$ cat src/rtl/tx_char_scheduler_if.sv
// Character handshake between the TX scheduler and the TX encoder.
// The scheduler drives the master side and the encoder answers on the slave side.
interface tx_char_scheduler_if #(
  parameter int DATA_W = 9
);
  logic              char_valid;
  logic [1:0]        char_type;
  logic [DATA_W-1:0] char_data;
  logic              encoder_ready;

  modport master (
    output char_valid,
    output char_type,
    output char_data,
    input  encoder_ready
  );

  modport slave (
    input  char_valid,
    input  char_type,
    input  char_data,
    output encoder_ready
  );
endinterface

$ cat src/rtl/tx_char_scheduler.sv
// Transmit-side arbiter: chooses time-code, then FCT, then N-char for the TX encoder.
// Each N-char spends one credit and is followed by a short guard before the next one.
module tx_char_scheduler #(
  parameter int DATA_W       = 9,
  parameter int CREDIT_W     = 6,
  parameter int GUARD_CYCLES = 3
) (
  input  logic                pclk_tx,
  input  logic                reset_tx,
  input  logic                enable_tx,
  input  logic [CREDIT_W-1:0] fct_counter_p,
  input  logic                fifo_empty,
  input  logic [DATA_W-1:0]   fifo_data,
  output logic                fifo_rd,
  input  logic                fct_request,
  output logic                fct_ack,
  input  logic                tick_tx,
  input  logic [7:0]          time_in,
  tx_char_scheduler_if.master enc,
  output logic                char_sent
);

  localparam int GW = $clog2(GUARD_CYCLES + 2);

  localparam logic [1:0] TYPE_FCT   = 2'b01;
  localparam logic [1:0] TYPE_NCHAR = 2'b10;
  localparam logic [1:0] TYPE_TIME  = 2'b11;

  typedef enum logic [1:0] {
    IDLE,
    LOAD,
    SEND
  } state_t;

  state_t            state;
  state_t            next_state;
  logic [1:0]        type_q;
  logic [DATA_W-1:0] data_q;
  logic              tick_pending;
  logic [7:0]        time_reg;
  logic [GW-1:0]     guard_cnt;

  logic              run;
  logic              accept;
  logic              tick_live;
  logic [7:0]        time_live;
  logic              nchar_ok;

  // A tick arriving this very cycle already counts as pending, carrying the newest time value.
  assign run       = enable_tx && !reset_tx;
  assign accept    = (state == SEND) && enc.encoder_ready;
  assign tick_live = tick_pending || tick_tx;
  assign time_live = tick_tx ? time_in : time_reg;
  assign nchar_ok  = !fifo_empty && (fct_counter_p != '0) && (guard_cnt == '0);

  assign enc.char_valid = (state == SEND);
  assign enc.char_type  = type_q;
  assign enc.char_data  = data_q;
  assign fct_ack        = run && accept && (type_q == TYPE_FCT);

  always_comb begin
    next_state = state;
    fifo_rd    = 1'b0;
    case (state)
      IDLE: begin
        if (tick_live || fct_request) begin
          next_state = SEND;
        end else if (nchar_ok) begin
          next_state = LOAD;
          fifo_rd    = run;
        end
      end
      LOAD:    next_state = SEND;
      SEND:    if (accept) next_state = IDLE;
      default: next_state = IDLE;
    endcase
  end

  always_ff @(posedge pclk_tx) begin
    if (!run) begin
      state        <= IDLE;
      type_q       <= 2'b00;
      data_q       <= '0;
      tick_pending <= 1'b0;
      time_reg     <= 8'h00;
      guard_cnt    <= '0;
      char_sent    <= 1'b0;
    end else begin
      state     <= next_state;
      char_sent <= accept && (type_q == TYPE_NCHAR);

      if (accept && (type_q == TYPE_NCHAR)) begin
        guard_cnt <= GW'(GUARD_CYCLES);
      end else if (guard_cnt != '0) begin
        guard_cnt <= guard_cnt - GW'(1);
      end

      // A fresh tick in the accept cycle of a time-code re-arms rather than being lost.
      if (tick_tx) begin
        tick_pending <= 1'b1;
        time_reg     <= time_in;
      end else if (accept && (type_q == TYPE_TIME)) begin
        tick_pending <= 1'b0;
      end

      case (state)
        IDLE: begin
          if (tick_live) begin
            type_q <= TYPE_TIME;
            data_q <= DATA_W'(time_live);
          end else if (fct_request) begin
            type_q <= TYPE_FCT;
            data_q <= '0;
          end
        end
        LOAD: begin
          type_q <= TYPE_NCHAR;
          data_q <= fifo_data;
        end
        default: ;
      endcase
    end
  end

endmodule

$ cat src/flat_wrapper.sv
// flat-port wrapper written by rule: the top's interface ports become plain ports
module tx_char_scheduler_flat 
#(
  parameter int DATA_W       = 9,
  parameter int CREDIT_W     = 6,
  parameter int GUARD_CYCLES = 3
)
  (pclk_tx, reset_tx, enable_tx, fct_counter_p, fifo_empty, fifo_data, fifo_rd, fct_request, fct_ack, tick_tx, time_in, char_sent, enc_char_valid, enc_char_type, enc_char_data, enc_encoder_ready);
  tx_char_scheduler_if #(.DATA_W(DATA_W)) enc_i ();
  input  logic pclk_tx;
  input  logic reset_tx;
  input  logic enable_tx;
  input  logic [CREDIT_W-1:0] fct_counter_p;
  input  logic fifo_empty;
  input  logic [DATA_W-1:0] fifo_data;
  output logic fifo_rd;
  input  logic fct_request;
  output logic fct_ack;
  input  logic tick_tx;
  input  logic [7:0] time_in;
  output logic char_sent;
  output wire logic [$bits(enc_i.char_valid)-1:0] enc_char_valid;
  output wire logic [$bits(enc_i.char_type)-1:0] enc_char_type;
  output wire logic [$bits(enc_i.char_data)-1:0] enc_char_data;
  input wire logic [$bits(enc_i.encoder_ready)-1:0] enc_encoder_ready;
  assign enc_char_valid = enc_i.char_valid;
  assign enc_char_type = enc_i.char_type;
  assign enc_char_data = enc_i.char_data;
  assign enc_i.encoder_ready = enc_encoder_ready;
  tx_char_scheduler #(.DATA_W(DATA_W), .CREDIT_W(CREDIT_W), .GUARD_CYCLES(GUARD_CYCLES)) u_core (.pclk_tx(pclk_tx), .reset_tx(reset_tx), .enable_tx(enable_tx), .fct_counter_p(fct_counter_p), .fifo_empty(fifo_empty), .fifo_data(fifo_data), .fifo_rd(fifo_rd), .fct_request(fct_request), .fct_ack(fct_ack), .tick_tx(tick_tx), .time_in(time_in), .enc(enc_i), .char_sent(char_sent));
endmodule
$ cat config.mk
export PLATFORM = sky130hd
export DESIGN_NAME = tx_char_scheduler_flat
export DESIGN_NICKNAME = d
export VERILOG_FILES = /design/src/rtl/tx_char_scheduler_if.sv /design/src/rtl/tx_char_scheduler.sv /design/src/flat_wrapper.sv
export SDC_FILE = /design/constraint.sdc
export NUM_CORES = 1
export LEC_CHECK = 0
export CORE_MARGIN = 2
export CORE_UTILIZATION = 39
export DETAILED_ROUTE_END_ITERATION = 8
export PLACE_DENSITY = 0.75
export SLEW_MARGIN = 20
export SYNTH_ARGS = -nofsm -noshare
export SYNTH_HDL_FRONTEND = slang
export SYNTH_SLANG_ARGS = --single-unit
$ cat constraint.sdc
create_clock -name pclk_tx -period 1.32 [get_ports pclk_tx]
set_input_delay 0.264 -clock pclk_tx [delete_from_list [all_inputs] [get_ports pclk_tx]]
set_output_delay 0.264 -clock pclk_tx [all_outputs]
set_load 0.05 [all_outputs]
==> results.json, run 1 <==
{
  "synth-edff-count": 0,
  "drtPass1Iterations": 4,
  "worstPathMaxFanout": 2,
  "clk_path_buf_depth": 2,
  "avgSynthCellArea_sq_um": 8.84,
  "synthTopCellsByCount": "dfxtp_1 (26), nand2_1 (17), a21oi_1 (10), nor2b_1 (8), nor2_1 (7)",
  "synth_xor_area_share_pct": 0.718,
  "critPathArrivalTime_ns": 1.78,
  "status": "finished with violations",
  "worst_hold_slack_ns": 0.478,
  "rsz0062_at_grt": "yes",
  "dp_hpwl_microns": 2790,
  "cpLargestDelayFamily": "simple AND/OR/NAND/NOR gates",
  "crit_buf_inv": 3,
  "violations": "negative setup slack",
  "ys_seq_area_share_pct": 42.7,
  "routed_wirelength_microns": 4100,
  "gp_congestion": 0.801,
  "final_nets": 239,
  "die_area_sq_um": 3590,
  "syn_nets": 170,
  "yosysTopAreaCell": "dfxtp_1",
  "ant_nets": 0,
  "grt_max_degree": 21,
  "critPathKind": "in -> out",
  "min_period_over_period_pct": 155,
  "grt_overflow": 0,
  "finalHoldViolCount": 0,
  "p_per_area_nw_per_um2": 763,
  "ys_ff_latch": 26,
  "htreeDepth": 1,
  "ys.flop_type": "dfxtp_1",
  "start_util_pct": 40.6,
  "crit_path_end_kind": "output pin",
  "postLayoutSetupSlackWorst_ns": -0.722,
  "synth.distinct_cells": 30,
  "syn2layout_area_growth_pct": 86.3,
  "synth_compound_area_share_pct": 19.3,
  "yosysMostFrequentCell": "dfxtp_1",
  "synth_area_sq_um": 1220,
  "worstMarginPinSlew_ns": 0.405,
  "clock.fmax_mhz": 490,
  "final_core_util_pct": 75.7,
  "synth_area_leaders": "dfxtp_1 (43%), nand2_1 (5.2%), a21oi_1 (4.1%), mux2i_1 (4.1%), nor2b_1 (4.1%)",
  "leakage_nw": 0.835,
  "cts-buffers-inserted": 3,
  "slowest_delay_ns": 0.51,
  "grt_pass1_vias": 1428,
  "postPlaceCellArea_sq_um": 2000,
  "drv_cap": 0,
  "syn-instance-count": 138,
  "slowest_stage": "or4_1",
  "hp-class": "in -> reg",
  "fin_skew_ns": 0.000841,
  "setup_viol_count_final": 15,
  "avgRoutedWirePerCell_microns": 17.2,
  "largest_register_ffs": 9,
  "start_kind": "input pin",
  "ir_worst_vdd_v": 0.000449,
  "finalMaxSlewViolations": 0,
  "port_buffers": 44,
  "fp.dieH_microns": 59.9,
  "die_w_microns": 59.9,
  "antenna_found_initial": 0,
  "synthSimpleGateAreaFrac_pct": 24.6,
  "diodes": 0,
  "vias_per_cell": 5.64,
  "synth_top_family_by_area": "simple AND/OR/NAND/NOR gates",
  "pin_count": 45,
  "fin_area_sq_um": 2270,
  "clk-insertion-delay-late_ns": 0.33,
  "synthAdderAreaFrac_pct": 2.05,
  "cts_tree": "yes",
  "async_flop_share_pct": 0,
  "grt_pass1_wl_microns": 6290,
  "synthMuxAreaShare_pct": 5.03,
  "dp_slack_ns": -0.837,
  "grt_usage_pct": 23.8,
  "vias": 1349,
  "first_iter_violations": 80,
  "clock_sinks": 26,
  "root_buffer": "clkbuf_4",
  "worstPathRequired_ns": 1.06,
  "tns_ns": -2.50,
  "num-fill-cells": 205,
  "yosysTopAreaCellShare_pct": 42.7,
  "coreArea_sq_um": 3000,
  "rows": 20,
  "slew-limit-headroom_pct": 72.9,
  "yosysWarnings": 0,
  "drive_gt1_share_pct": 36.9,
  "path_cells": "clkdlybuf4s50_1 > or4_1 > nor3_1 > buf_4 > nor4_4 > buf_12",
  "min_period_ns": 2.04,
  "drc_errors": 0,
  "clkTransAtPathRegs_ns": 0.14
}
-- area by class of cell --
type                       count  area [sq um]  area share [%]
sequential                    26           529            23.3
inverter                       5          18.8           0.826
timing repair buffer          74           843            37.1
tap                           33          41.3            1.82
multi-input combinational     97           803            35.4
clock buffer                   4          36.3            1.60
-- worst reg2reg max path, stage by stage, from the launching register on --
cell	delay, ns
dfxtp_2	0.36
buf_4	0.14
buf_8	0.11
buf_8	0.12
nor2b_4	0.15
buf_6	0.11
nand4b_1	0.19
and3_1	0.21
-- layout by cell type, fill, tap and decap left out, drive strengths merged, types with 2 or more instances in the layout --
| cell type | instances |
|---|---|
| a221oi | 4 |
| inv | 5 |
| nor4 | 3 |
| a21oi | 10 |
| or3 | 2 |
| ha | 2 |
| mux2i | 5 |
| nand4b | 3 |
| nor3 | 5 |
| o21a | 2 |
| buf | 45 |
| nor2b | 8 |
| nand3b | 4 |
| o32ai | 4 |
| o21ai | 2 |
| nand2 | 17 |
| clkdlybuf4s50 | 27 |
| dfxtp | 26 |
| nand2b | 3 |
| dlygate4sd2 | 2 |
| nor2 | 7 |
| a31oi | 4 |
| clkbuf | 4 |
| a211o | 4 |
| a22oi | 4 |
-- power breakdown --
part           internal [mW]  total, mW  switching, mW
clock network          0.169      0.412          0.243
registers              0.814      0.847         0.0335
logic                  0.263      0.474          0.211
-- stage by stage --
stage               cells  total power [mW]
finish                239              1.73
global route          239              1.81
CTS                   236              1.71
detailed placement    227              1.27
global placement      227              1.26
floorplan             138              1.04
-- path summary, 6_finish.rpt --
check                                                    from                                   end  slack [ns]  cells past startpoint
worst max-delay path                         fct_counter_p[3]                               fifo_rd       -0.72                      6
worst max register to register   u_core.state[0]$_SDFFE_PP0P_      u_core.guard_cnt[2]$_SDFFE_PP0P_       -0.16                      7
worst min-delay path                             fifo_data[8]  u_core.enc.char_data[8]$_SDFFE_PP0P_        0.48                      3
worst min register to register  u_core.time_reg[5]$_SDFF_PP0_         u_core.time_reg[5]$_SDFF_PP0_        0.49                      2
-- what timing repair did --
item / in CTS / in global routing
pin swaps: 17 / 7
buffers inserted: 6 / 4
setup endpoints to repair: 13 / 18
gates resized for setup: 24 / 12
hold buffers: 0 / 0
-- routing by layer --
| layer | vias up | share of wire [%] | global-route usage [%] |
|---|---|---|---|
| li1 | 633 | - | - |
| met1 | 652 | 38 | 24.8 |
| met2 | 49 | 55 | 43.3 |
| met3 | 15 | 3.6 | 4.33 |
| met4 | 0 | 3.8 | 14.6 |
| met5 | - | 0 | 0 |
-- kinds of logic after synthesis --
kind of cell    after synthesis
compound gates               34
xor+xnor                      1
fa+ha+maj                     2
buf+inv                      15
flops                        26
mux                           6
simple gates                 54
Power figures use the tool's default switching activity.
==> run 2, diff against run 1 <==
CORE_MARGIN = 1.5   (was 2)
==> run 2 against run 1 <==
Against the previous run:
- the flow still finishes with violations (negative setup slack)
- cell count down 1.7%
- core utilization down 3.6 points
- largest power group unchanged
- first-iteration DRC count down 56%
- count of clock-buffer cells in the layout unchanged
- clock power down 16%
- worst setup slack better by 0.052 ns
- worst hold slack better by 0.015 ns
- combinational power down 4.4%
- clock skew up 0.0040 ns
==> results.json, run 2 (synthesis results as in run 1) <==
{
  "status": "finished with violations",
  "violations": "negative setup slack",
  "critPathArrivalTime_ns": 1.73,
  "cts_tree": "yes",
  "clk_path_buf_depth": 2,
  "dp_hpwl_microns": 2620,
  "multi_input_area_sq_um": 756,
  "pin_count": 45,
  "grt_overflow": 0,
  "worstPathMaxFanout": 3,
  "drc_errors": 0,
  "ant_nets": 0,
  "crit_path_end_kind": "output pin",
  "min_period_over_period_pct": 151,
  "syn2layout_area_growth_pct": 77.4,
  "regArea_sq_um": 532,
  "vias": 1271,
  "grt_pass1_wl_microns": 5590,
  "mostFrequentLayoutCells": "clkdlybuf4s50_1 (27), buf_4 (24), dfxtp_1 (21)",
  "slowest_stage": "dfxtp_4",
  "worstMarginPinSlew_ns": 0.288,
  "comb_power_share_pct": 27.6,
  "diodes": 0,
  "largest_register_ffs": 9,
  "grt_usage_pct": 21.0,
  "setup_viol_count_final": 3,
  "start_kind": "register",
  "die_w_microns": 58.9,
  "die_area_sq_um": 3470,
  "fin_cells": 235,
  "fp.dieH_microns": 58.9,
  "dp_slack_ns": -0.819,
  "clkTransAtPathRegs_ns": 0.14,
  "crit_buf_inv": 1,
  "p_int_mw": 1.19,
  "finalMaxSlewViolations": 0,
  "avgRoutedWirePerCell_microns": 15.3,
  "rows": 20,
  "switching_share_pct": 27.7,
  "port_buffers": 44,
  "path_common_cell": "nor4_4",
  "root_buffer": "clkbuf_4",
  "drv_cap": 0,
  "coreArea_sq_um": 3000,
  "num-fill-cells": 235,
  "grt_pass1_vias": 1277,
  "clock.fmax_mhz": 502,
  "clk-insertion-delay-late_ns": 0.32,
  "leakage_nw": 0.803,
  "power_frac_clock_pct": 21.0,
  "placedCellCount": 229,
  "switchingPower_mw": 0.455,
  "path_cells": "nor4_4 > nand4b_1 > nor4_4 > buf_12",
  "final_core_util_pct": 72.1,
  "worstPathRequired_ns": 1.06,
  "fin_skew_ns": 0.00484,
  "sequentialPowerShare_pct": 51.4,
  "ir_worst_vdd_v": 0.000586,
  "gp_congestion": 0.793,
  "htreeDepth": 1,
  "drive_gt1_share_pct": 33.2,
  "finalHoldViolCount": 0,
  "cpLargestDelayFamily": "simple AND/OR/NAND/NOR gates",
  "final_nets": 235,
  "p_per_area_nw_per_um2": 758,
  "slew-limit-headroom_pct": 80.7,
  "rsz0062_at_grt": "yes",
  "antenna_found_initial": 0,
  "vias_per_cell": 5.41,
  "routed_wirelength_microns": 3590,
  "min_period_ns": 1.99,
  "start_util_pct": 40.6,
  "tns_ns": -1.20,
  "cts-buffers-inserted": 3,
  "clock_sinks": 26,
  "p_total_mw": 1.64,
  "postLayoutSetupSlackWorst_ns": -0.670,
  "hp-class": "reg -> reg",
  "first_iter_violations": 35,
  "cts_hold_buf": 0,
  "critPathKind": "reg -> out",
  "grt_max_degree": 21,
  "final_common_cell": "clkdlybuf4s50_1",
  "slowest_delay_ns": 0.38,
  "drtPass1Iterations": 4
}
run 2: cell count changes in the layout (fill, tap and decap cells not counted), sizes merged:
cell	change
buf	-4
run 2: layer usage:
| metal | up-vias | wire length, microns | global-route usage [%] |
|---|---|---|---|
| met1 | 604 | 1440 | 23.8 |
| met4 | 0 | 40 | 6.82 |
| met2 | 32 | 1940 | 39.8 |
| li1 | 629 | - | - |
| met5 | - | 0 | 0 |
| met3 | 6 | 161 | 2.86 |
run 2: power groups by stage:
stage,Sequential [mW],Clock (mW),Combinational (mW)
2_1_floorplan,0.885,0,0.155
3_3_place_gp,0.856,0,0.406
3_5_place_dp,0.858,0,0.416
4_1_cts,0.843,0.354,0.434
5_1_grt,0.846,0.386,0.480
6_report,0.843,0.345,0.453
run 2: worst reg2reg max path: stages, from the launching register on:
cell	delay [ns]
dfxtp_4	0.39
nor4_4	0.05
buf_4	0.15
or3_4	0.36
o32ai_2	0.26
run 2: layout make-up:
type | instances | share of cell area, %
inverter | 5 | 0.867
clock buffer | 4 | 1.21
multi-input combinational | 97 | 34.9
sequential | 26 | 24.6
timing repair buffer | 70 | 36.5
tap | 33 | 1.91
run 2: final timing paths:
check                                     start                              endpoint  slack (ns)  depth (start not counted)
setup / recovery   u_core.state[0]$_SDFFE_PP0P_                               fifo_rd       -0.67                          4
hold / removal    u_core.time_reg[4]$_SDFF_PP0_         u_core.time_reg[4]$_SDFF_PP0_        0.49                          2
setup reg to reg   u_core.state[0]$_SDFFE_PP0P_  u_core.enc.char_data[2]$_SDFFE_PP0P_        0.03                          4
hold reg to reg   u_core.time_reg[4]$_SDFF_PP0_         u_core.time_reg[4]$_SDFF_PP0_        0.49                          2
run 2: timing repair:
| item | 4_1_cts | 5_1_grt |
|---|---|---|
| endpoints found under the hold margin | 0 | 0 |
| setup buffers | 0 | 2 |
| endpoints found under the setup margin | 12 | 9 |
| pin swaps | 3 | 2 |
| resized for setup | 14 | 11 |
run 2: metrics by stage:
stage	hold WS (ns)	instance area, sq um
CTS	0.442	2100
global route	0.506	2160
detailed placement	0.468	2020
floorplan	0.335	1260
finish	0.492	2160
global placement	0.455	2020
